==> config.mk <==
export PLATFORM = sky130hd
export DESIGN_NAME = icache_refill_responder
export DESIGN_NICKNAME = d
export VERILOG_FILES = /design/src/rtl/icache_refill_responder_pkg.sv /design/src/rtl/icache_refill_beat_pipe.sv /design/src/rtl/icache_refill_responder.sv
export SDC_FILE = /design/constraint.sdc
export NUM_CORES = 1
export LEC_CHECK = 0
export CORE_AREA = 2 2 60 76
export CTS_CLUSTER_DIAMETER = 60
export CTS_CLUSTER_SIZE = 16
export DETAILED_ROUTE_END_ITERATION = 8
export DIE_AREA = 0 0 62 78
export GPL_TIMING_DRIVEN = 0
export PLACE_DENSITY = 0.87
export SYNTH_ARGS = -nofsm -noshare
export SYNTH_HDL_FRONTEND = slang
export SYNTH_SLANG_ARGS = --single-unit
==> constraint.sdc <==
create_clock -name clk -period 2.5 [get_ports clk]
set_input_delay 0.375 -clock clk [delete_from_list [all_inputs] [get_ports clk]]
set_output_delay 0.375 -clock clk [all_outputs]
set_load 0.1 [all_outputs]
==> src/rtl/icache_refill_responder_pkg.sv <==
// ============================================================================
// icache_refill_responder_pkg : shared types and helpers for the refill responder
// Revision: 1.0
// ============================================================================
`default_nettype none

package icache_refill_responder_pkg;

   typedef enum logic [1:0] {
      IDLE  = 2'd0,
      ISSUE = 2'd1,
      DRAIN = 2'd2
   } state_t;

   localparam int BEAT_BYTES = 4;

   // Number of byte-offset bits covered by one refill line.
   function automatic int line_offset_width(input int line_words);
      return $clog2(line_words) + $clog2(BEAT_BYTES);
   endfunction

endpackage

`default_nettype wire

==> src/rtl/icache_refill_beat_pipe.sv <==
// ============================================================================
// icache_refill_beat_pipe : one-stage response register aligning beats with mem_rdata
// Revision: 1.0
// ============================================================================
`default_nettype none

module icache_refill_beat_pipe #(
   parameter int BEAT_W = 4
) (
   input  logic              clk,
   input  logic              reset_n,
   input  logic              issue_valid,
   input  logic              issue_error,
   input  logic [BEAT_W-1:0] issue_beat,
   input  logic [31:0]       mem_rdata,
   output logic              rsp_valid,
   output logic              rsp_error,
   output logic [BEAT_W-1:0] rsp_beat,
   output logic [31:0]       rsp_data
);

   always_ff @(posedge clk or negedge reset_n) begin
      if (!reset_n) begin
         rsp_valid <= 1'b0;
         rsp_error <= 1'b0;
         rsp_beat  <= '0;
      end else begin
         rsp_valid <= issue_valid;
         rsp_error <= issue_valid & issue_error;
         rsp_beat  <= issue_valid ? issue_beat : '0;
      end
   end

   // Memory data arrives in the same cycle the registered beat is presented.
   assign rsp_data = (rsp_valid && !rsp_error) ? mem_rdata : 32'h0;

endmodule

`default_nettype wire

==> src/rtl/icache_refill_responder.sv <==
// ============================================================================
// icache_refill_responder : serves instruction-cache line refills from a word memory
// Revision: 1.0
// ============================================================================
`default_nettype none

module icache_refill_responder
   import icache_refill_responder_pkg::*;
#(
   parameter int          LINE_WORDS = 8,
   parameter logic [31:0] MEM_BASE   = 32'h0000_0000,
   parameter int          MEM_WORDS  = 4096
) (
   input  logic                         clk,
   input  logic                         reset_n,
   input  logic                         cmd_valid,
   output logic                         cmd_ready,
   input  logic [31:0]                  cmd_payload_address,
   output logic                         rsp_valid,
   output logic [31:0]                  rsp_payload_data,
   output logic                         rsp_payload_error,
   output logic                         mem_en,
   output logic [$clog2(MEM_WORDS)-1:0] mem_addr,
   input  logic [31:0]                  mem_rdata
);

   localparam int          OFF_W     = line_offset_width(LINE_WORDS);
   localparam int          BEAT_W    = $clog2(LINE_WORDS) + 1;
   localparam int          ADDR_W    = $clog2(MEM_WORDS);
   localparam logic [31:0] LINE_MASK = 32'((64'd1 << OFF_W) - 64'd1);
   localparam logic [32:0] SPAN_LO   = {1'b0, MEM_BASE};
   localparam logic [32:0] SPAN_HI   = SPAN_LO + 33'(MEM_WORDS) * 33'(BEAT_BYTES);
   localparam logic [BEAT_W-1:0] LAST_BEAT = BEAT_W'(LINE_WORDS - 1);

   state_t              state;
   state_t              state_nxt;
   logic                started;
   logic [BEAT_W-1:0]   beat;
   logic [BEAT_W-1:0]   beat_nxt;
   logic [ADDR_W-1:0]   line_off;
   logic                line_ok;
   logic                issue;
   logic                accept;

   logic [31:0]         cmd_base;
   logic [31:0]         cmd_diff;
   logic                cmd_in_range;
   logic [ADDR_W-1:0]   cmd_word_off;

   logic                pipe_error;
   logic [BEAT_W-1:0]   pipe_beat;

   // 33-bit compare so a line at the very top of the address space does not wrap.
   assign cmd_base     = cmd_payload_address & ~LINE_MASK;
   assign cmd_in_range = ({1'b0, cmd_base} >= SPAN_LO) && ({1'b0, cmd_base} < SPAN_HI);
   assign cmd_diff     = cmd_base - MEM_BASE;
   assign cmd_word_off = ADDR_W'(cmd_diff >> 2);
   assign accept       = cmd_valid && cmd_ready;

   always_ff @(posedge clk or negedge reset_n) begin
      if (!reset_n) begin
         state    <= IDLE;
         started  <= 1'b0;
         beat     <= '0;
         line_off <= '0;
         line_ok  <= 1'b0;
      end else begin
         state   <= state_nxt;
         started <= 1'b1;
         beat    <= beat_nxt;
         if (accept) begin
            line_off <= cmd_word_off;
            line_ok  <= cmd_in_range;
         end
      end
   end

   always_comb begin
      state_nxt = state;
      beat_nxt  = beat;
      issue     = 1'b0;
      cmd_ready = 1'b0;
      case (state)
         IDLE: begin
            cmd_ready = started;
            if (cmd_valid && started) begin
               state_nxt = ISSUE;
               beat_nxt  = '0;
            end
         end
         ISSUE: begin
            issue    = 1'b1;
            beat_nxt = beat + 1'b1;
            if (beat == LAST_BEAT) begin
               state_nxt = DRAIN;
            end
         end
         DRAIN: begin
            // Leave once the final beat is on the response port.
            if (rsp_valid && pipe_beat == LAST_BEAT) begin
               state_nxt = IDLE;
            end
         end
         default: begin
            state_nxt = IDLE;
         end
      endcase
   end

   assign mem_en   = issue && line_ok;
   assign mem_addr = mem_en ? (line_off + ADDR_W'(beat)) : '0;

   icache_refill_beat_pipe #(
      .BEAT_W (BEAT_W)
   ) u_beat_pipe (
      .clk         (clk),
      .reset_n     (reset_n),
      .issue_valid (issue),
      .issue_error (!line_ok),
      .issue_beat  (beat),
      .mem_rdata   (mem_rdata),
      .rsp_valid   (rsp_valid),
      .rsp_error   (pipe_error),
      .rsp_beat    (pipe_beat),
      .rsp_data    (rsp_payload_data)
   );

   assign rsp_payload_error = pipe_error;

endmodule

`default_nettype wire

==> Yosys cells after proc, flatten, opt, wreduce, memory -nomap -nowiden <==
Cells that the tools add are included.
{ "totals": {"input_bits": 67, "reg_bits": 23, "elab_cells": 41} }
{ "classes": {"n_bitwise": 1, "eq_ne": 7, "addsub": 2, "magnitude_cmp": 1, "n_mux": 11, "reduce_logical": 11} }
{ "op_table": {"columns": ["operator", "count"], "rows": [
  ["$lt 32x15->1 const B", 1],
  ["$mux 32", 1],
  ["$add 12x4->12", 1],
  ["$mux 12", 1],
  ["$eq 4x3->1 const B", 2],
  ["$mux 4", 2],
  ["$pmux 4 s2", 1],
  ["$mux 2", 3],
  ["$ne 2x2->1 const B", 3],
  ["$pmux 2 s3", 1],
  ["$logic_and 1x1->1", 5],
  ["$add 4x1->4 const B", 1],
  ["$reduce_and 3->1", 1],
  ["$eq 2x1->1 const B", 1],
  ["$eq 2x2->1 const B", 1],
  ["$logic_not 1->1", 2],
  ["$logic_not 2->1", 1],
  ["$mux 1", 2],
  ["$reduce_and 2->1", 1],
  ["$reduce_bool 2->1", 1],
  ["$and 1x1->1", 1]
]} }

==> Longest topological paths before layout <==
{ "logic_depth": {"ltp_word": 4, "depth_mapped": 5, "depth_no_buf": 5} }

==> Hierarchy <==
Synthesis repeated with hierarchy kept, for this count alone.
{ "hier_totals": {"hier_cells": 162, "area_unflattened_um2": 1503.9} }
{ "modules_own_cells": {"columns": ["mod", "instances", "cells_per_inst", "area_each_um2"], "rows": [
  ["icache_refill_responder", 1, 113, 964.7],
  ["icache_refill_beat_pipe", 1, 49, 539.3]
]} }

==> Worst setup path before layout <==
No wires, ideal clock.
{ "synth_timing": {"path_type": "flip-flop to output port", "from": "reg beat[3]", "to": "out mem_addr[9]", "t_arrival_ns": 2.721, "stages_incl_launch_ff": 6, "setup_slack_ns": -0.596, "path_cell_list": "dfrtp_1 > ha_1 > ha_1 > nand3_1 > or3_1 > a21oi_1"} }
{ "synth_between": {"elab_chain_len": 2} }
{ "synth_lines": {"columns": ["element", "line_no", "rtl"], "rows": [
  ["start: declaration", "icache_refill_responder.sv:38", "logic [BEAT_W-1:0] beat;"],
  ["start signal: assignment", "icache_refill_responder.sv:70", "beat <= beat_nxt;"],
  ["$add 12x4->12", "icache_refill_responder.sv:111", "assign mem_addr = mem_en ? (line_off + ADDR_W'(beat)) : '0;"],
  ["$mux 12", "icache_refill_responder.sv:111", null],
  ["end: declaration", "icache_refill_responder.sv:23", "output logic [$clog2(MEM_WORDS)-1:0] mem_addr,"]
]} }
No other way between the ends.

==> Final worst setup path <==
{ "layout_timing": {"from": "reg state[1]", "to": "out cmd_ready"} }
{ "layout_between": {"elab_chain_len": 2} }
{ "layout_lines": {"columns": ["element", "line_no", "rtl"], "rows": [
  ["start: declaration", "icache_refill_responder.sv:35", "state_t state;"],
  ["start signal: assignment", "icache_refill_responder.sv:68", "state <= state_nxt;"],
  ["$logic_not 2->1", "icache_refill_responder.sv:83", "case (state)"],
  ["$mux 1", "icache_refill_responder.sv:83", null],
  ["end: declaration", "icache_refill_responder.sv:17", "output logic cmd_ready,"]
]} }
No other way between the ends.

==> results.yml <==
sta:
  slew_violations: 0
  min_period_ps: 2410
  maxSlewHeadroom: 0.324
  skew_ps: 5.29
  whs_ps: 490
  max_freq_mhz: 415
  worst_slew_pin_slew_ps: 1010
  finalSetupViolCount: 0
  finalHoldViolCount: 0
  period_share: 0.965
  grt_setup_unrepaired: "no"
setup_path:
  critPathSlowestCell: "clkdlybuf4s50_1"
  worstPathCellList: "nor3b_2 > clkdlybuf4s50_1"
  critPathBufInv: 1
  critPathKind: "register to primary output"
  cp-start-kind: "register"
  crit_required_ps: 2120
  end_kind: "primary output"
  crit_family: "buffers and inverters"
  path_max_fanout: 6
  rrSetupSlack_ps: 990
  arrival_ps: 2040
  max_stage_delay_ps: 1150
clocking:
  cts_root_buffer: "clkbuf_8"
  hold_buffers: 0
  clock_path_buffers: 2
  cts_sinks: 23
  cts_tree: "built"
  clk_pin_slew_ps: 80
  htree_levels: 1
  numCtsBuffers: 3
  clock_latency_ps: 270
run:
  max_cap_violations: 0
power:
  vdd_drop_max_mv: 0.394
  leakage_nw: 1.13
  p_seq_frac: 0.225
  p_sw_frac: 0.600
  combPwrFrac: 0.698
  p_clk_frac: 0.076
  p_total_w: 0.00301
  internal-power_w: 0.00120
  switchingPower_w: 0.00181
  power_density_nw_per_um2: 1140
synth:
  synth_flop_cell: "dfrtp_1"
  synth.distinct_cells: 31
  syn_nets: 231
  synthArstFlopShare: 1.00
  ys_seq_area_frac: 0.427
  syn_area_sq_um: 1350
  syn-instance-count: 161
  syn_area_per_cell_sq_um: 8.37
  synth-edff-count: 0
  yosys_warnings: 0
  ys_ff_latch: 23
global_routing:
  grt_pass1_wl_um: 6590
  grt_max_degree: 24
  antenna_found_initial: 0
  grt_overflow: 0
  grt_pass1_vias: 1480
  grt_use_total: 0.181
hold_path:
  hold_path_class: "register to register"
floorplanning:
  top_level_ports: 115
  dieArea_sq_um: 4840
  dieHeight_um: 78
  coreArea_sq_um: 4070
  die_x_um: 62
  start_util: 0.331
  num_rows: 26
placement:
  place_area_sq_um: 2580
  gp_congestion: 0.771
  numPortBuffers: 109
  dp_hpwl_um: 3460
layout:
  drive_gt1_frac: 0.342
  final_util: 0.652
  nNetsFinal: 346
  syn_to_final_growth_pct: 96.8
  nFillCells: 340
  fin_area_sq_um: 2650
  insertedDiodeCount: 0
route:
  ant_nets: 0
  drc_errors: 0
  via_per_inst: 4.65
  wl_per_cell_um: 12.8
  vias: 1540
  drt-pass1-iter-count: 4
  wl_um: 4230
  drtIter0Drc: 13
outcome:
  status: "finished, final reports clean"
[metrics by stage]
step	setup TNS, ps	setup WS (ps)	instances
2_1_floorplan	-134	-43.1	161
3_3_place_gp	-6530	-511	326
3_5_place_dp	-7700	-557	326
4_1_cts	0	4.96	330
5_1_grt	0	0.925	331
6_report	0	88.0	331
[power groups by stage]
stage	sequential, W	combinational, W	clock [W]
finish	0.000679	0.00210	0.000230
global route	0.000705	0.00222	0.000254
CTS	0.000678	0.00210	0.000238
detailed placement	0.000686	0.00214	0
global placement	0.000678	0.00211	0
floorplan	0.000766	0.00153	0
[synthesized netlist by cell type (all sizes together) (2+ instances only)]
| library cell | number | area (sq um) |
|---|---|---|
| nor4 | 4 | 25.0 |
| nor2 | 7 | 26.3 |
| clkbuf | 5 | 18.8 |
| a21oi | 5 | 25.0 |
| nand2 | 37 | 139 |
| or3 | 2 | 13.8 |
| o31ai | 2 | 15.0 |
| and2 | 40 | 250 |
| inv | 2 | 7.51 |
| dfrtp | 23 | 576 |
| nand3 | 7 | 40.0 |
| o21ai | 5 | 25.0 |
| ha | 3 | 37.5 |
| xnor2 | 2 | 17.5 |
| xor2 | 2 | 17.5 |
| or4 | 2 | 15.0 |
[sequential cells by signal, indices dropped and copies added (netlist names)]
register / cells
u_beat_pipe.rsp_beat: 4
line_ok: 1
u_beat_pipe.rsp_valid: 1
beat: 4
started: 1
u_beat_pipe.rsp_error: 1
line_off: 9
state: 2
[cells by family after synthesis]
| family | Yosys count | share of synthesized area |
|---|---|---|
| AOI/OAI and AO/OA | 13 | 0.0548 |
| xor gates and xnor gates | 4 | 0.0260 |
| adders and majority gates | 3 | 0.0279 |
| buffers and inverters | 8 | 0.0232 |
| DFF | 23 | 0.427 |
| muxes | 1 | 0.00743 |
| other | 1 | 0.00278 |
| and+or+nand+nor | 108 | 0.431 |
[per-layer routing]
metal / track usage / vias up / part of all wire
met3: 0.0200 / 9 / 0.088
met1: 0.200 / 703 / 0.34
li1: - / 760 / -
met5: 0 / - / 0
met2: 0.328 / 68 / 0.55
met4: 0.0809 / 0 / 0.027
[repair_timing]
item | CTS | global route
setup buffers | 0 | 1
setup endpoints to repair | 45 | 13
pin swaps | 0 | 1
resized for setup | 151 | 16
[final timing paths]
kind / startpoint / endpoint / cells past startpoint
max in group asynchronous: reset_n / line_ok$_DFFE_PN0P_ / 1
worst max-delay path: state[1]$_DFFE_PN0P_ / cmd_ready / 2
worst min-delay path: line_ok$_DFFE_PN0P_ / u_beat_pipe.rsp_error$_DFF_PN0_ / 1
worst min register to register: line_ok$_DFFE_PN0P_ / u_beat_pipe.rsp_error$_DFF_PN0_ / 1
worst max register to register: state[0]$_DFFE_PN0P_ / line_off[4]$_DFFE_PN0P_ / 4
min in group asynchronous: reset_n / line_off[8]$_DFFE_PN0P_ / 1
[layout by cell type, fill, tap and decap left out, types with 2 or more instances in the layout]
master / n
nor4_1: 4
ha_2: 2
buf_2: 3
clkbuf_4: 5
nor2_1: 5
dlygate4sd2_1: 2
nand2_1: 37
and2_2: 34
buf_4: 3
clkbuf_8: 3
xnor2_1: 2
nor2_2: 2
or4_1: 2
and2_1: 6
inv_1: 2
o21ai_0: 5
o31ai_1: 2
nand3_1: 6
clkdlybuf4s15_2: 30
a21oi_2: 4
clkdlybuf4s18_2: 3
clkdlybuf4s50_1: 64
dfrtp_1: 23
xor2_1: 2
clkbuf_1: 5
[final cells by class]
| type | instances | area, sq um | area share |
|---|---|---|---|
| clock inverter | 1 | 5.00 | 0.00189 |
| clock buffer | 3 | 41.3 | 0.0156 |
| inverter | 2 | 7.51 | 0.00283 |
| buffer | 6 | 23.8 | 0.00896 |
| tap | 56 | 70.1 | 0.0264 |
| multi-input combinational | 130 | 813 | 0.307 |
| timing repair buffer | 110 | 1120 | 0.421 |
| sequential | 23 | 576 | 0.217 |
(Power assumes the default switching activity.)
